## config.mk

```make
export PLATFORM = sky130hd
export DESIGN_NAME = mem_stage_access_unit
export DESIGN_NICKNAME = d
export VERILOG_FILES = /design/src/rtl/mem_stage_pkg.sv /design/src/rtl/mem_lane_align.sv /design/src/rtl/mem_stage_access_unit.sv
export SDC_FILE = /design/constraint.sdc
export NUM_CORES = 1
export LEC_CHECK = 0
export ABC_AREA = 0
export CAP_MARGIN = 20
export CORE_MARGIN = 3
export CORE_UTILIZATION = 45
export CTS_CLUSTER_SIZE = 12
export DETAILED_ROUTE_END_ITERATION = 12
export GPL_ROUTABILITY_DRIVEN = 0
export GPL_TIMING_DRIVEN = 0
export PLACE_DENSITY = 0.81
export SLEW_MARGIN = 15
export SYNTH_ARGS = -nofsm -noshare
export SYNTH_HDL_FRONTEND = slang
export SYNTH_SLANG_ARGS = --single-unit
```

## constraint.sdc

```tcl
create_clock -name clk -period 2 [get_ports clk]
set_input_delay 0.3 -clock clk [delete_from_list [all_inputs] [get_ports clk]]
set_output_delay 0.3 -clock clk [all_outputs]
set_load 0.02 [all_outputs]
```

## src/rtl/mem_stage_pkg.sv

```systemverilog
// rtl/mem_stage_pkg.sv - shared control-bit indices, FSM states and defaults for the MEM stage
package mem_stage_pkg;

    localparam int MEM_EN   = 0;
    localparam int MEM_WR   = 1;
    localparam int MEM_BYTE = 2;
    localparam int MEM_SGN  = 3;

    localparam int DEFAULT_TIMEOUT_CYCLES = 16;

    typedef enum logic {
        IDLE = 1'b0,
        REQ  = 1'b1
    } state_e;

    function automatic logic [31:0] replicate_byte(input logic [7:0] b);
        return {4{b}};
    endfunction

endpackage

```

## src/rtl/mem_lane_align.sv

```systemverilog
// rtl/mem_lane_align.sv - byte-lane steering for stores and lane extraction for loads
module mem_lane_align
    import mem_stage_pkg::*;
(
    input  logic [1:0]  st_lane_i,
    input  logic        st_byte_i,
    input  logic [31:0] st_data_i,
    output logic [3:0]  be_o,
    output logic [31:0] wdata_o,
    input  logic [1:0]  ld_lane_i,
    input  logic        ld_byte_i,
    input  logic        ld_sgn_i,
    input  logic [31:0] rdata_i,
    output logic [31:0] ld_data_o
);

    logic [7:0] ld_b;

    always_comb begin
        be_o    = st_byte_i ? (4'b0001 << st_lane_i) : 4'b1111;
        wdata_o = st_byte_i ? replicate_byte(st_data_i[7:0]) : st_data_i;

        case (ld_lane_i)
            2'd0:    ld_b = rdata_i[7:0];
            2'd1:    ld_b = rdata_i[15:8];
            2'd2:    ld_b = rdata_i[23:16];
            default: ld_b = rdata_i[31:24];
        endcase

        if (ld_byte_i) begin
            ld_data_o = {{24{ld_sgn_i & ld_b[7]}}, ld_b};
        end else begin
            ld_data_o = rdata_i;
        end
    end

endmodule

```

## src/rtl/mem_stage_access_unit.sv

```systemverilog
// rtl/mem_stage_access_unit.sv - MEM stage: data-memory handshake, pipeline stall and MEM/WB register
module mem_stage_access_unit
    import mem_stage_pkg::*;
#(
    parameter int ADDR_WIDTH     = 32,
    parameter int DATA_WIDTH     = 32,
    parameter int TIMEOUT_CYCLES = DEFAULT_TIMEOUT_CYCLES
) (
    input  logic                  clk,
    input  logic                  reset,
    input  logic [3:0]            mem_control_in,
    input  logic [3:0]            wb_control_in,
    input  logic [ADDR_WIDTH-1:0] addr_in,
    input  logic [DATA_WIDTH-1:0] store_data_in,
    input  logic [3:0]            rd_in,
    output logic                  mem_req,
    output logic                  mem_we,
    output logic [ADDR_WIDTH-1:0] mem_addr,
    output logic [3:0]            mem_be,
    output logic [DATA_WIDTH-1:0] mem_wdata,
    input  logic                  mem_ready,
    input  logic [DATA_WIDTH-1:0] mem_rdata,
    output logic                  stall_out,
    output logic                  wb_valid,
    output logic [3:0]            wb_control_out,
    output logic [DATA_WIDTH-1:0] result_out,
    output logic [3:0]            rd_out,
    output logic                  align_fault,
    output logic                  bus_error
);

    localparam int CW = (TIMEOUT_CYCLES > 1) ? $clog2(TIMEOUT_CYCLES) : 1;
    localparam logic [CW-1:0] CNT_LAST = CW'((TIMEOUT_CYCLES > 0) ? TIMEOUT_CYCLES - 1 : 0);

    state_e                state_q, state_d;
    logic [CW-1:0]         cnt_q, cnt_d;
    logic [ADDR_WIDTH-1:0] addr_q, addr_d;
    logic                  we_q, we_d;
    logic [3:0]            be_q, be_d;
    logic [DATA_WIDTH-1:0] wdata_q, wdata_d;
    logic                  byte_q, byte_d;
    logic                  sgn_q, sgn_d;
    logic [3:0]            ctl_q, ctl_d;
    logic [3:0]            rd_q, rd_d;

    logic                  wb_valid_q, wb_valid_d;
    logic [3:0]            wb_ctl_q, wb_ctl_d;
    logic [DATA_WIDTH-1:0] result_q, result_d;
    logic [3:0]            rd_out_q, rd_out_d;
    logic                  align_q, align_d;
    logic                  buserr_q, buserr_d;

    logic                  access, misaligned, start, in_req, timeout_hit;
    logic [3:0]            st_be;
    logic [31:0]           st_wdata, ld_data;

    assign access      = mem_control_in[MEM_EN];
    assign misaligned  = access & ~mem_control_in[MEM_BYTE] & (addr_in[1:0] != 2'b00);
    assign start       = access & ~misaligned;
    assign in_req      = (state_q == REQ);
    assign timeout_hit = (TIMEOUT_CYCLES > 0) && in_req && !mem_ready && (cnt_q == CNT_LAST);
    assign stall_out   = (~in_req & start) | (in_req & ~mem_ready & ~timeout_hit);

    // Request fields are gated by state so they read zero outside an access and on reset.
    assign mem_req   = in_req;
    assign mem_we    = in_req & we_q;
    assign mem_be    = in_req ? be_q : 4'b0000;
    assign mem_addr  = in_req ? {addr_q[ADDR_WIDTH-1:2], 2'b00} : '0;
    assign mem_wdata = in_req ? wdata_q : '0;

    assign wb_valid       = wb_valid_q;
    assign wb_control_out = wb_ctl_q;
    assign result_out     = result_q;
    assign rd_out         = rd_out_q;
    assign align_fault    = align_q;
    assign bus_error      = buserr_q;

    mem_lane_align u_lane (
        .st_lane_i (addr_in[1:0]),
        .st_byte_i (mem_control_in[MEM_BYTE]),
        .st_data_i (store_data_in),
        .be_o      (st_be),
        .wdata_o   (st_wdata),
        .ld_lane_i (addr_q[1:0]),
        .ld_byte_i (byte_q),
        .ld_sgn_i  (sgn_q),
        .rdata_i   (mem_rdata),
        .ld_data_o (ld_data)
    );

    always_comb begin
        state_d    = state_q;
        cnt_d      = cnt_q;
        addr_d     = addr_q;
        we_d       = we_q;
        be_d       = be_q;
        wdata_d    = wdata_q;
        byte_d     = byte_q;
        sgn_d      = sgn_q;
        ctl_d      = ctl_q;
        rd_d       = rd_q;
        wb_valid_d = 1'b0;
        wb_ctl_d   = 4'b0000;
        result_d   = '0;
        rd_out_d   = 4'b0000;
        align_d    = 1'b0;
        buserr_d   = 1'b0;

        case (state_q)
            IDLE: begin
                if (start) begin
                    addr_d  = addr_in;
                    we_d    = mem_control_in[MEM_WR];
                    be_d    = st_be;
                    wdata_d = st_wdata;
                    byte_d  = mem_control_in[MEM_BYTE];
                    sgn_d   = mem_control_in[MEM_SGN];
                    ctl_d   = wb_control_in;
                    rd_d    = rd_in;
                    cnt_d   = '0;
                    state_d = REQ;
                end else if (misaligned) begin
                    align_d = 1'b1;
                end else begin
                    wb_valid_d = 1'b1;
                    wb_ctl_d   = wb_control_in;
                    result_d   = DATA_WIDTH'(addr_in);
                    rd_out_d   = rd_in;
                end
            end
            REQ: begin
                if (mem_ready) begin
                    wb_valid_d = 1'b1;
                    wb_ctl_d   = ctl_q;
                    rd_out_d   = rd_q;
                    result_d   = we_q ? DATA_WIDTH'(addr_q) : ld_data;
                    state_d    = IDLE;
                end else if (timeout_hit) begin
                    buserr_d = 1'b1;
                    state_d  = IDLE;
                end else begin
                    cnt_d = cnt_q + 1'b1;
                end
            end
            default: state_d = IDLE;
        endcase
    end

    always_ff @(posedge clk or negedge reset) begin
        if (!reset) begin
            state_q    <= IDLE;
            cnt_q      <= '0;
            addr_q     <= '0;
            we_q       <= 1'b0;
            be_q       <= 4'b0000;
            wdata_q    <= '0;
            byte_q     <= 1'b0;
            sgn_q      <= 1'b0;
            ctl_q      <= 4'b0000;
            rd_q       <= 4'b0000;
            wb_valid_q <= 1'b0;
            wb_ctl_q   <= 4'b0000;
            result_q   <= '0;
            rd_out_q   <= 4'b0000;
            align_q    <= 1'b0;
            buserr_q   <= 1'b0;
        end else begin
            state_q    <= state_d;
            cnt_q      <= cnt_d;
            addr_q     <= addr_d;
            we_q       <= we_d;
            be_q       <= be_d;
            wdata_q    <= wdata_d;
            byte_q     <= byte_d;
            sgn_q      <= sgn_d;
            ctl_q      <= ctl_d;
            rd_q       <= rd_d;
            wb_valid_q <= wb_valid_d;
            wb_ctl_q   <= wb_ctl_d;
            result_q   <= result_d;
            rd_out_q   <= rd_out_d;
            align_q    <= align_d;
            buserr_q   <= buserr_d;
        end
    end

endmodule
```

==> summary.md <==
| Metric | Value |
|---|---|
| Rows | `41` |
| Total CTS buffers | `17` |
| H-Tree Depth | `4` |
| Most common cell in the netlist | `dfrtp_1` |
| Largest family of logic cells by synthesized area | `simple AND/OR/NAND/NOR gates` |
| Worst slew pin tran | `0.7425 ns` |
| Area Growth Syn to Fin | `54.19%` |
| Detailed Route Iter0 Violations | `490` |
| Slew Limit Fails | `0` |
| Mux share of post-synthesis cell area | `15.07%` |
| GRT Util Overall | `26.41%` |
| Worst clock skew | `0.006479 ns` |
| WP data arrival | `1.70 ns` |
| Initial antenna violation count | `0` |
| Simple-gate area share of the yosys netlist | `16.48%` |
| Cells after synthesis | `544` |
| Worst slew margin relative to its limit | `50.50%` |
| Syn avg cell area | `11.07 um^2` |
| Fin crit share | `100.2%` |
| Setup_tns | `-0.004253 ns` |
| TritonCTS clock tree | `built` |
| Layout cells sized above 1 | `24.66%` |
| Synth Warn # | `0` |
| Vias per inst | `5.416` |
| Synth unique cells | `35` |
| Dpl hpwl | `14130 um` |
| Ys async rst share | `100.0%` |
| Cell Area, Synth | `0.006020 mm^2` |
| Total Power | `9560 uW` |
| Root buffer cell | `clkbuf_16` |
| Core ar. | `0.01282 mm^2` |
| Number of flops mapped to enable cells by yosys | `0` |
| Antenna Nets Post-Route | `0` |
| Final WL | `19550 um` |
| Pin count of the biggest net entering global routing | `82` |
| Hold crit path type | `in2async` |
| Global-route wire length before repair | `29440 um` |
| Unrepaired setup endpoints after global routing | `true` |
| VDD IR max | `0.6364 mV` |
| Global route overflow | `0` |
| ANT cells | `0` |
| Max Buffers Root-to-Sink | `2` |
| Crit path max-delay cell type | `dfrtp_2` |
| Drt wl/cell | `19.89 um` |
| Area after DPL | `0.008489 mm^2` |
| Final setup vio count | `1` |
| Critical Path End Type | `primary output` |
| Met1 usage | `32.57%` |
| Ranking of synthesized cells by area | `dfrtp_1 (53%), mux2_2 (9.5%), and2_1 (7.2%)` |
| Die Y-Extent | `121.7 um` |
| Reg2reg path depth | `5` |
| Most area-hungry cell type in the Yosys netlist | `dfrtp_1` |
| CP Class | `reg2out` |
| Min Tclk post-route | `2.004 ns` |
| Effective utilization at floorplan | `46.94%` |
| Main flop type after synthesis | `dfrtp_1` |
| Top post-synthesis cells by count | `dfrtp_1 (127), and2_1 (69), nand2_1 (68), mux2_2 (51), o21ai_0 (43)` |
| Clock Pin Slew Worst Setup and Hold Paths | `0.06 ns` |
| CP Max Fanout | `10` |
| Lkg Pwr | `0.004206 uW` |
| Boundary Pins | `225` |
| Yosys top cell area share | `52.80%` |
| DIE WIDTH | `121.7 um` |
| Synth Area in Compound Gates | `11.60%` |
| Die area | `0.01480 mm^2` |
| Power per standard cell area | `1030 mW/mm^2` |
| Finished Cell Area | `0.009281 mm^2` |
| Max cap viols | `0` |
| Count of input and output buffers | `222` |
| Status | `finished with violations` |
| Xor/xnor share of the synthesized area | `0.2910%` |
| Worst path max stage delay | `0.45 ns` |
| Post-synthesis sequential area ratio | `52.80%` |
| Hold Fails Final Rpt | `0` |
| TritonRoute pass-1 iters | `5` |
| Fin worst setup slack | `-0.004253 ns` |
| Worst Setup Start Kind | `register` |
| GR Layer Usage met3 | `6.825%` |
| Synth Area in Adders | `0.2079%` |
| Worst-skew pair later-pin latency | `0.42 ns` |
| Via count of the first global-routing pass | `5438` |
| F_max | `498.9 MHz` |
| Worst EP required | `1.70 ns` |
| Failing checks | `setup timing` |
| Clock sink count | `127` |
| Number of remaining DRC errors | `0` |
| Critical path, cell by cell | `buf_6 -> nor2b_4 -> o21ai_4 -> buf_8 -> buf_8 -> nand2_2 -> buf_6` |
| Via count | `5324` |
| Hold Worst Slack | `0.3783 ns` |
| Grt peak-use layer | `met2` |
| NumNets Final | `910` |
| Met2 usage | `44.49%` |
| Post-synthesis register bit count | `127` |
==> where the power goes <==
part | switching, uW | leakage (uW) | internal, uW
registers | 271 | 0.00157 | 3100
clock network | 1180 | 0.000304 | 2240
logic | 1460 | 0.00233 | 1320
total | 2900 | 0.00421 | 6660
==> final timing paths <==
path / startpoint / endpoint / slack, ns
max: mem_req$_DFF_PN0_ / stall_out / -0.004
min: reset / addr_q[11]$_DFFE_PN0P_ / 0.38
max reg2reg: addr_q[0]$_DFFE_PN0P_ / result_out[2]$_DFF_PN0_ / 0.05
min reg2reg: wdata_q[10]$_DFFE_PN0P_ / wdata_q[10]$_DFFE_PN0P_ / 0.47
max in group asynchronous: reset / result_out[21]$_DFF_PN0_ / 0.87
min in group clk: addr_in[1] / be_q[1]$_DFFE_PN0P_ / 0.44
==> layer usage <==
metal  wire [um]  part of all wire [%]  vias to the layer above
met5           0                     0                        -
met4         572                   2.9                        0
met3        1595                   8.2                       40
met2        9721                    50                      278
met1        7660                    39                     2588
li1            -                     -                     2418
==> per-stage QoR <==
step	cells	utilization, %	setup WS, ns
final	983	72.37	-0.004253
after global routing	983	72.37	-0.05472
after CTS	977	72.40	-0.1059
after detailed placement	940	66.20	-1.260
after global placement	939	65.97	-4.157
after floorplan	545	-	0.1956
==> kinds of logic (layout without fill, tap and decap cells) <==
| family | Yosys count | in the layout |
|---|---|---|
| AOI/OAI and AO/OA | 109 | 109 |
| muxes | 83 | 83 |
| DFF | 127 | 127 |
| xor gates and xnor gates | 2 | 2 |
| adders and majority gates | 1 | 1 |
| buffers and inverters | 45 | 311 |
| other | 1 | 2 |
| and+or+nand+nor | 176 | 176 |
==> what timing repair did <==
action                                 in CTS  in global routing
hold buffers                                1                  0
resized for setup                         192                 26
endpoints found under the hold margin      46                  0
buffers inserted                            4                  6
setup endpoints to repair                 135                 75
==> final cells by class <==
class                           instances  area (um^2)
Fill cell                             904         3543
Sequential cell                       127         3179
Multi-Input combinational cell        373         2676
Timing Repair Buffer                  234         2295
Clock buffer                           18        439.2
Buffer                                 43        254.0
Clock inverter                         14        215.2
Tap cell                              172        215.2
Inverter                                2        7.507
==> state kept, by name (all words and copies together), names as in the netlist, 4 cells and up <==
name            cells
addr_q             32
cnt_q               4
ctl_q               4
wb_control_out      4
wdata_q            32
be_q                4
rd_out              4
result_out         32
rd_q                4
==> critical path, delay by kind of cell (launching register included) <==
| kind | cells | cell delay [ns] |
|---|---|---|
| buffers and inverters | 4 | 0.53 |
| flip-flops | 1 | 0.45 |
| AO/OA/AOI/OAI | 1 | 0.09 |
| AND/OR/NAND/NOR | 2 | 0.21 |
==> cell usage in the layout, fill, tap and decap left out, drive strengths merged, types with 31 or more instances in the layout <==
master / instances
o21ai: 45
clkbuf: 56
buf: 33
dfrtp: 127
mux2: 51
clkdlybuf4s50: 150
mux2i: 31
clkdlybuf4s15: 37
nand2: 68
and2: 70
Note: power is estimated with default switching activity, not from simulation.
